`config.mk`:
```
export PLATFORM = sky130hd
export DESIGN_NAME = fifoc_cmd_frame_rx
export DESIGN_NICKNAME = d
export VERILOG_FILES = /design/src/rtl/fifoc_cmd_frame_rx.sv
export SDC_FILE = /design/constraint.sdc
export NUM_CORES = 1
export LEC_CHECK = 0
export CAP_MARGIN = 20
export CELL_PAD_IN_SITES_DETAIL_PLACEMENT = 2
export CELL_PAD_IN_SITES_GLOBAL_PLACEMENT = 2
export CORE_ASPECT_RATIO = 1.25
export CORE_MARGIN = 10
export CORE_UTILIZATION = 40
export DETAILED_ROUTE_END_ITERATION = 10
export DONT_BUFFER_PORTS = 1
export MAX_ROUTING_LAYER = met4
export PLACE_DENSITY = 0.87
export SYNTH_ARGS = -nofsm -noshare
export SYNTH_HDL_FRONTEND = slang
export SYNTH_SLANG_ARGS = --single-unit
```
`constraint.sdc`:
```
create_clock -name clk -period 6.6 [get_ports clk]
set_input_delay 0.66 -clock clk [delete_from_list [all_inputs] [get_ports clk]]
set_output_delay 0.66 -clock clk [all_outputs]
set_load 0.01 [all_outputs]
```
`src/rtl/fifoc_cmd_frame_rx.sv`:
```
// Command-frame receiver: reads HDR0, HDR1, NCMD command bytes and a checksum from the command RX FIFO,
// then commits the command bytes atomically. Define FIFOC_CMD_XOR_CHK_EN for an XOR checksum instead of the mod-256 sum.
module fifoc_cmd_frame_rx #(
    parameter int unsigned NCMD   = 9,
    parameter int unsigned RD_LAT = 2,
    parameter logic [7:0]  HDR0   = 8'h55,
    parameter logic [7:0]  HDR1   = 8'hAA
) (
    input  logic              clk,
    input  logic              rst,
    input  logic              fs,
    output logic              fd,
    output logic              err,
    output logic [1:0]        err_code,
    output logic              fifoc_rxen,
    input  logic [7:0]        fifoc_rxd,
    output logic [8*NCMD-1:0] cmd_bus,
    output logic              cmd_valid,
    output logic [3:0]        check_show
);

    localparam int unsigned FLEN = NCMD + 3;
    localparam int unsigned CW   = 6;

    typedef enum logic [3:0] {
        S_IDLE = 4'd0,
        S_PRE  = 4'd1,
        S_HED  = 4'd2,
        S_CMD  = 4'd3,
        S_CHK  = 4'd4,
        S_LAST = 4'd5,
        S_ERR  = 4'd6
    } state_t;

    state_t                 state_q, state_d;
    logic [1:0]             lat_q, lat_d;
    logic [CW-1:0]          bcnt_q, bcnt_d;
    logic [CW-1:0]          rdcnt_q, rdcnt_d;
    logic                   rxen_q, rxen_d;
    logic [7:0]             csum_q, csum_d;
    logic [NCMD-1:0][7:0]   shadow_q, shadow_d;
    logic [8*NCMD-1:0]      cmd_bus_q, cmd_bus_d;
    logic                   cmd_valid_q, cmd_valid_d;
    logic [1:0]             err_code_q, err_code_d;

    logic [7:0]             csum_nx;
    logic                   hdr_ok;
    logic                   last_cmd;
    logic                   csum_match;

`ifdef FIFOC_CMD_XOR_CHK_EN
    assign csum_nx = csum_q ^ fifoc_rxd;
`else
    assign csum_nx = csum_q + fifoc_rxd;
`endif

    // bcnt counts sampled bytes: 0..1 header, 2..NCMD+1 commands, NCMD+2 checksum
    assign hdr_ok     = (bcnt_q == '0) ? (fifoc_rxd == HDR0) : (fifoc_rxd == HDR1);
    assign last_cmd   = (bcnt_q == CW'(NCMD + 1));
    assign csum_match = (fifoc_rxd == csum_q);

    always_ff @(posedge clk or posedge rst) begin
        if (rst) begin
            state_q <= S_IDLE;
        end else begin
            state_q <= state_d;
        end
    end

    always_comb begin
        state_d = state_q;
        case (state_q)
            S_IDLE: if (fs) state_d = S_PRE;
            S_PRE:  if (lat_q == 2'(RD_LAT - 1)) state_d = S_HED;
            S_HED: begin
                if (!hdr_ok)              state_d = S_ERR;
                else if (bcnt_q != '0)    state_d = S_CMD;
            end
            S_CMD:  if (last_cmd) state_d = S_CHK;
            S_CHK:  state_d = csum_match ? S_LAST : S_ERR;
            S_LAST: if (!fs) state_d = S_IDLE;
            S_ERR:  if (!fs) state_d = S_IDLE;
            default: state_d = S_IDLE;
        endcase
    end

    always_comb begin
        fd         = (state_q == S_LAST);
        err        = (state_q == S_ERR);
        check_show = ~4'(state_q);
    end

    always_comb begin
        lat_d       = lat_q;
        bcnt_d      = bcnt_q;
        rdcnt_d     = rdcnt_q;
        rxen_d      = rxen_q;
        csum_d      = csum_q;
        shadow_d    = shadow_q;
        cmd_bus_d   = cmd_bus_q;
        cmd_valid_d = 1'b0;
        err_code_d  = err_code_q;

        // read-enable burst runs independently of sampling; only a header error cuts it short
        if (rxen_q) begin
            if (rdcnt_q == CW'(FLEN)) begin
                rxen_d  = 1'b0;
                rdcnt_d = '0;
            end else begin
                rdcnt_d = rdcnt_q + CW'(1);
            end
        end

        case (state_q)
            S_IDLE: begin
                lat_d      = '0;
                bcnt_d     = '0;
                csum_d     = '0;
                err_code_d = '0;
                if (fs) begin
                    rxen_d  = 1'b1;
                    rdcnt_d = CW'(1);
                end
            end
            S_PRE: lat_d = lat_q + 2'd1;
            S_HED: begin
                bcnt_d = bcnt_q + CW'(1);
                if (!hdr_ok) begin
                    err_code_d = 2'b01;
                    rxen_d     = 1'b0;
                    rdcnt_d    = '0;
                end
            end
            S_CMD: begin
                bcnt_d = bcnt_q + CW'(1);
                csum_d = csum_nx;
                for (int unsigned k = 0; k < NCMD; k++) begin
                    if (bcnt_q == CW'(k + 2)) shadow_d[k] = fifoc_rxd;
                end
            end
            S_CHK: begin
                if (csum_match) begin
                    cmd_bus_d   = shadow_q;
                    cmd_valid_d = 1'b1;
                end else begin
                    err_code_d  = 2'b10;
                end
            end
            default: ;
        endcase
    end

    always_ff @(posedge clk or posedge rst) begin
        if (rst) begin
            lat_q       <= '0;
            bcnt_q      <= '0;
            rdcnt_q     <= '0;
            rxen_q      <= 1'b0;
            csum_q      <= '0;
            shadow_q    <= '0;
            cmd_bus_q   <= '0;
            cmd_valid_q <= 1'b0;
            err_code_q  <= '0;
        end else begin
            lat_q       <= lat_d;
            bcnt_q      <= bcnt_d;
            rdcnt_q     <= rdcnt_d;
            rxen_q      <= rxen_d;
            csum_q      <= csum_d;
            shadow_q    <= shadow_d;
            cmd_bus_q   <= cmd_bus_d;
            cmd_valid_q <= cmd_valid_d;
            err_code_q  <= err_code_d;
        end
    end

    assign fifoc_rxen = rxen_q;
    assign cmd_bus    = cmd_bus_q;
    assign cmd_valid  = cmd_valid_q;
    assign err_code   = err_code_q;

endmodule

```
==> metrics.md <==
| Metric | Value |
|---|---|
| Worst Path Class, Setup | `reg -> out` |
| Clock Pin Slew Worst Setup and Hold Paths | `roughly 0.070 ns` |
| Core footprint | `18170 um^2` |
| Post-synth EDFFs | `0` |
| Crit. End Element | `primary output` |
| CP arrival | `between 2 and 2.5 ns` |
| Grt ovf | `0` |
| Filler cells | `1869` |
| Cells taking the most area after synthesis | `dfrtp_1 58%, nand2_1 12%, mux2_2 11%, ha_1 2.4%, o21ai_0 1.3%` |
| Largest net degree at the start of global routing | `92` |
| CTS tree | `yes` |
| CP Max Fanout | `22` |
| Status | `finished clean` |
| Unrepaired setup endpoints after global routing | `false` |
| Met3 routed WL | `945 um` |
| Largest area contributor in the synthesized netlist | `dfrtp_1` |
| Warnings from Yosys | `0` |
| Die width | `142.0 um` |
| Sequential fraction of the synthesis area | `0.5819` |
| Slew Viols, Final | `0` |
| Fmax | `325.3 MHz` |
| # hold bufs at CTS | `0` |
| Clk sinks | `between 150 and 200` |
| Initial antenna violation count | `0` |
| Syn Std Cell Area | `7440 um^2` |
| Routed WL | `22020 um` |
| Worst endpoint required time | `about 6 ns` |
| # Post-CTS Setup Buffers | `0` |
| DRT iter0 DRCs | `215` |
| Avg Cell Area, Syn | `between 10 and 15 um^2` |
| Routed len/inst | `23.77 um` |
| Buffers added on ports | `0` |
| TritonCTS Buffers | `17` |
| Worst slew margin | `0.3895` |
| DIE AREA | `24490 um^2` |
| Number of global-route vias before repair | `5952` |
| Met2 WL | `12030 um` |
| Post-CTS sizing | `0` |
| # IOs | `93` |
| Async set-reset flop share out of synthesis | `1.000` |
| Maximum VDD drop | `0.1974 mV` |
| Final setup vio count | `0` |
| Fin crit period | `3.074 ns` |
| Yosys reg bits | `173` |
| Most common cell after layout, fill and taps aside | `nand2_1` |
| Type of the tightest min-delay check | `in -> async` |
| Via density | `~5.6` |
| Global-route wire length before repair | `34750 um` |
| Final Skew | `approximately 0.01 ns` |
| Die Span Y | `172.5 um` |
| H-tree levels | `4` |
| Tcrit/Tclk final | `0.4658` |
| Final TNS setup | `0 ns` |
| Detailed Place HPWL | `14150 um` |
| Initial Util | `0.4095` |
| Max Root-Sink Buffers | `2` |
| Layout cells sized above 1 | `0.1676` |
| Area share of the largest cell type after synthesis | `0.5819` |
| Syn_nets | `about 730` |
| Layout area overhead | `10.23%` |
| FP Rows | `55` |
| Critical path startpoint category | `flop` |
| Clk root buf | `clkbuf_16` |
| Post-Syn Instances | `700` |
| Max Cap Viol | `0` |
| ANT cells | `0` |
| Total global-route track usage | `0.1872` |
| Drt pass-1 iters | `4` |
| Placer Congestion | `0.8025` |
| Synth cell types | `61` |
| Via count | `5220` |
| Leakage | `4.021 nW` |
| Highest Signal Layer | `met4` |
| Leading cell types in the layout, fill and taps excluded | `241 x nand2_1, 173 x dfrtp_1, 70 x mux2_2, 20 x o21ai_0, 17 x clkbuf_16` |
| M1 WL | `8511 um` |
| Prevailing post-synth register cell | `dfrtp_1` |
| Final hold violations | `0` |
| DRC | `0` |
| P per Cell Area | `407.0 nW/um^2` |
| Skew-Pair Late Insertion Delay | `roughly 0.44 ns` |
| Final net count | `around 700` |
| Hold WS | `0.2526 ns` |
| Antenna Nets Post-Route | `0` |
| Slew @ Worst Pin | `~0.9 ns` |
## synth_stat cells, types with 3 or more instances
master,n
mux2_2,70
xnor2_1,5
nand3_1,5
ha_1,14
mux2i_1,4
nand2_2,4
buf_2,9
nand2_1,241
nand2b_1,5
inv_1,11
clkbuf_1,26
nand4_1,4
dfrtp_1,173
a22o_1,10
o22ai_1,3
nor2_1,14
nor4_1,6
nor3_1,11
a21oi_1,13
o21ai_0,20
## cell type report
cell class              count  area, um^2  share of cell area
flip-flops and latches    173        4329              0.5279
multi-input cells         477        2902              0.3538
clock buffers              18       439.2             0.05356
well taps                 228       285.3             0.03479
clock inverters            13       137.6             0.01678
repair buffers              5       57.56            0.007019
inverters                  12       50.05            0.006103
## routing by layer
metal / GRT usage / vias to the layer above
met1: 0.1974 / 2763
met4: 0.07388 / 0
met5: - / -
li1: - / 2314
met3: 0.04254 / 47
met2: 0.3323 / 96
## per-stage QoR
step           instances  worst slack, ns  total power [mW]  utilization  instance area (um^2)
2_1_floorplan        700            1.252             2.106            -                  7440
3_3_place_gp         894            3.882             2.237       0.4181                  7596
3_5_place_dp         894            3.700             2.338       0.4181                  7596
4_1_cts              925            3.484             3.369       0.4499                  8173
5_1_grt              926            3.379             3.531       0.4514                  8200
6_report             926            3.526             3.338       0.4514                  8200
## where the power goes
| group | total (mW) | internal (mW) | switching [mW] |
|---|---|---|---|
| Clock | 1.00 | 0.567 | 0.438 |
| Combinational | 0.707 | 0.325 | 0.382 |
| Sequential | 1.63 | 1.33 | 0.297 |
## logic make-up after synthesis
group,Yosys count,share of synthesized area
compound gates,69,0.06172
fa+ha+maj,15,0.02624
xor+xnor,6,0.007064
flops,173,0.5819
mux,76,0.1144
simple gates,310,0.1800
buf+inv,50,0.02825
other cells,1,0.0005041
## final timing paths
path	from	to	slack, ns	depth (start not counted)
worst max-delay path	state_q[0]$_DFFE_PP0P_	fd	3.53	2
worst min-delay path	rst	cmd_bus[26]$_DFFE_PP0P_	0.25	1
worst max register to register	state_q[1]$_DFFE_PP0P_	cmd_bus[34]$_DFFE_PP0P_	3.79	5
worst min register to register	shadow_q[65]$_DFFE_PP0P_	cmd_bus[65]$_DFFE_PP0P_	0.48	2
max in group asynchronous	rst	shadow_q[35]$_DFFE_PP0P_	5.08	3
min in group clk	fifoc_rxd[6]	shadow_q[62]$_DFFE_PP0P_	0.37	1
## state kept, by name, summed over array words and instances, names as in the netlist
| name | count |
|---|---|
| cmd_bus | 72 |
| shadow_q | 72 |
| csum_q | 8 |
| bcnt_q | 6 |
| rdcnt_q | 6 |
| state_q | 3 |
| err_code | 2 |
| lat_q | 2 |
| cmd_valid | 1 |
| fifoc_rxen | 1 |
## critical path: stages, from the launching register on
cell	delay, ns
dfrtp_1	0.95
inv_1	0.54
nor3_1	0.48
Note: power is estimated with default switching activity, not from simulation.
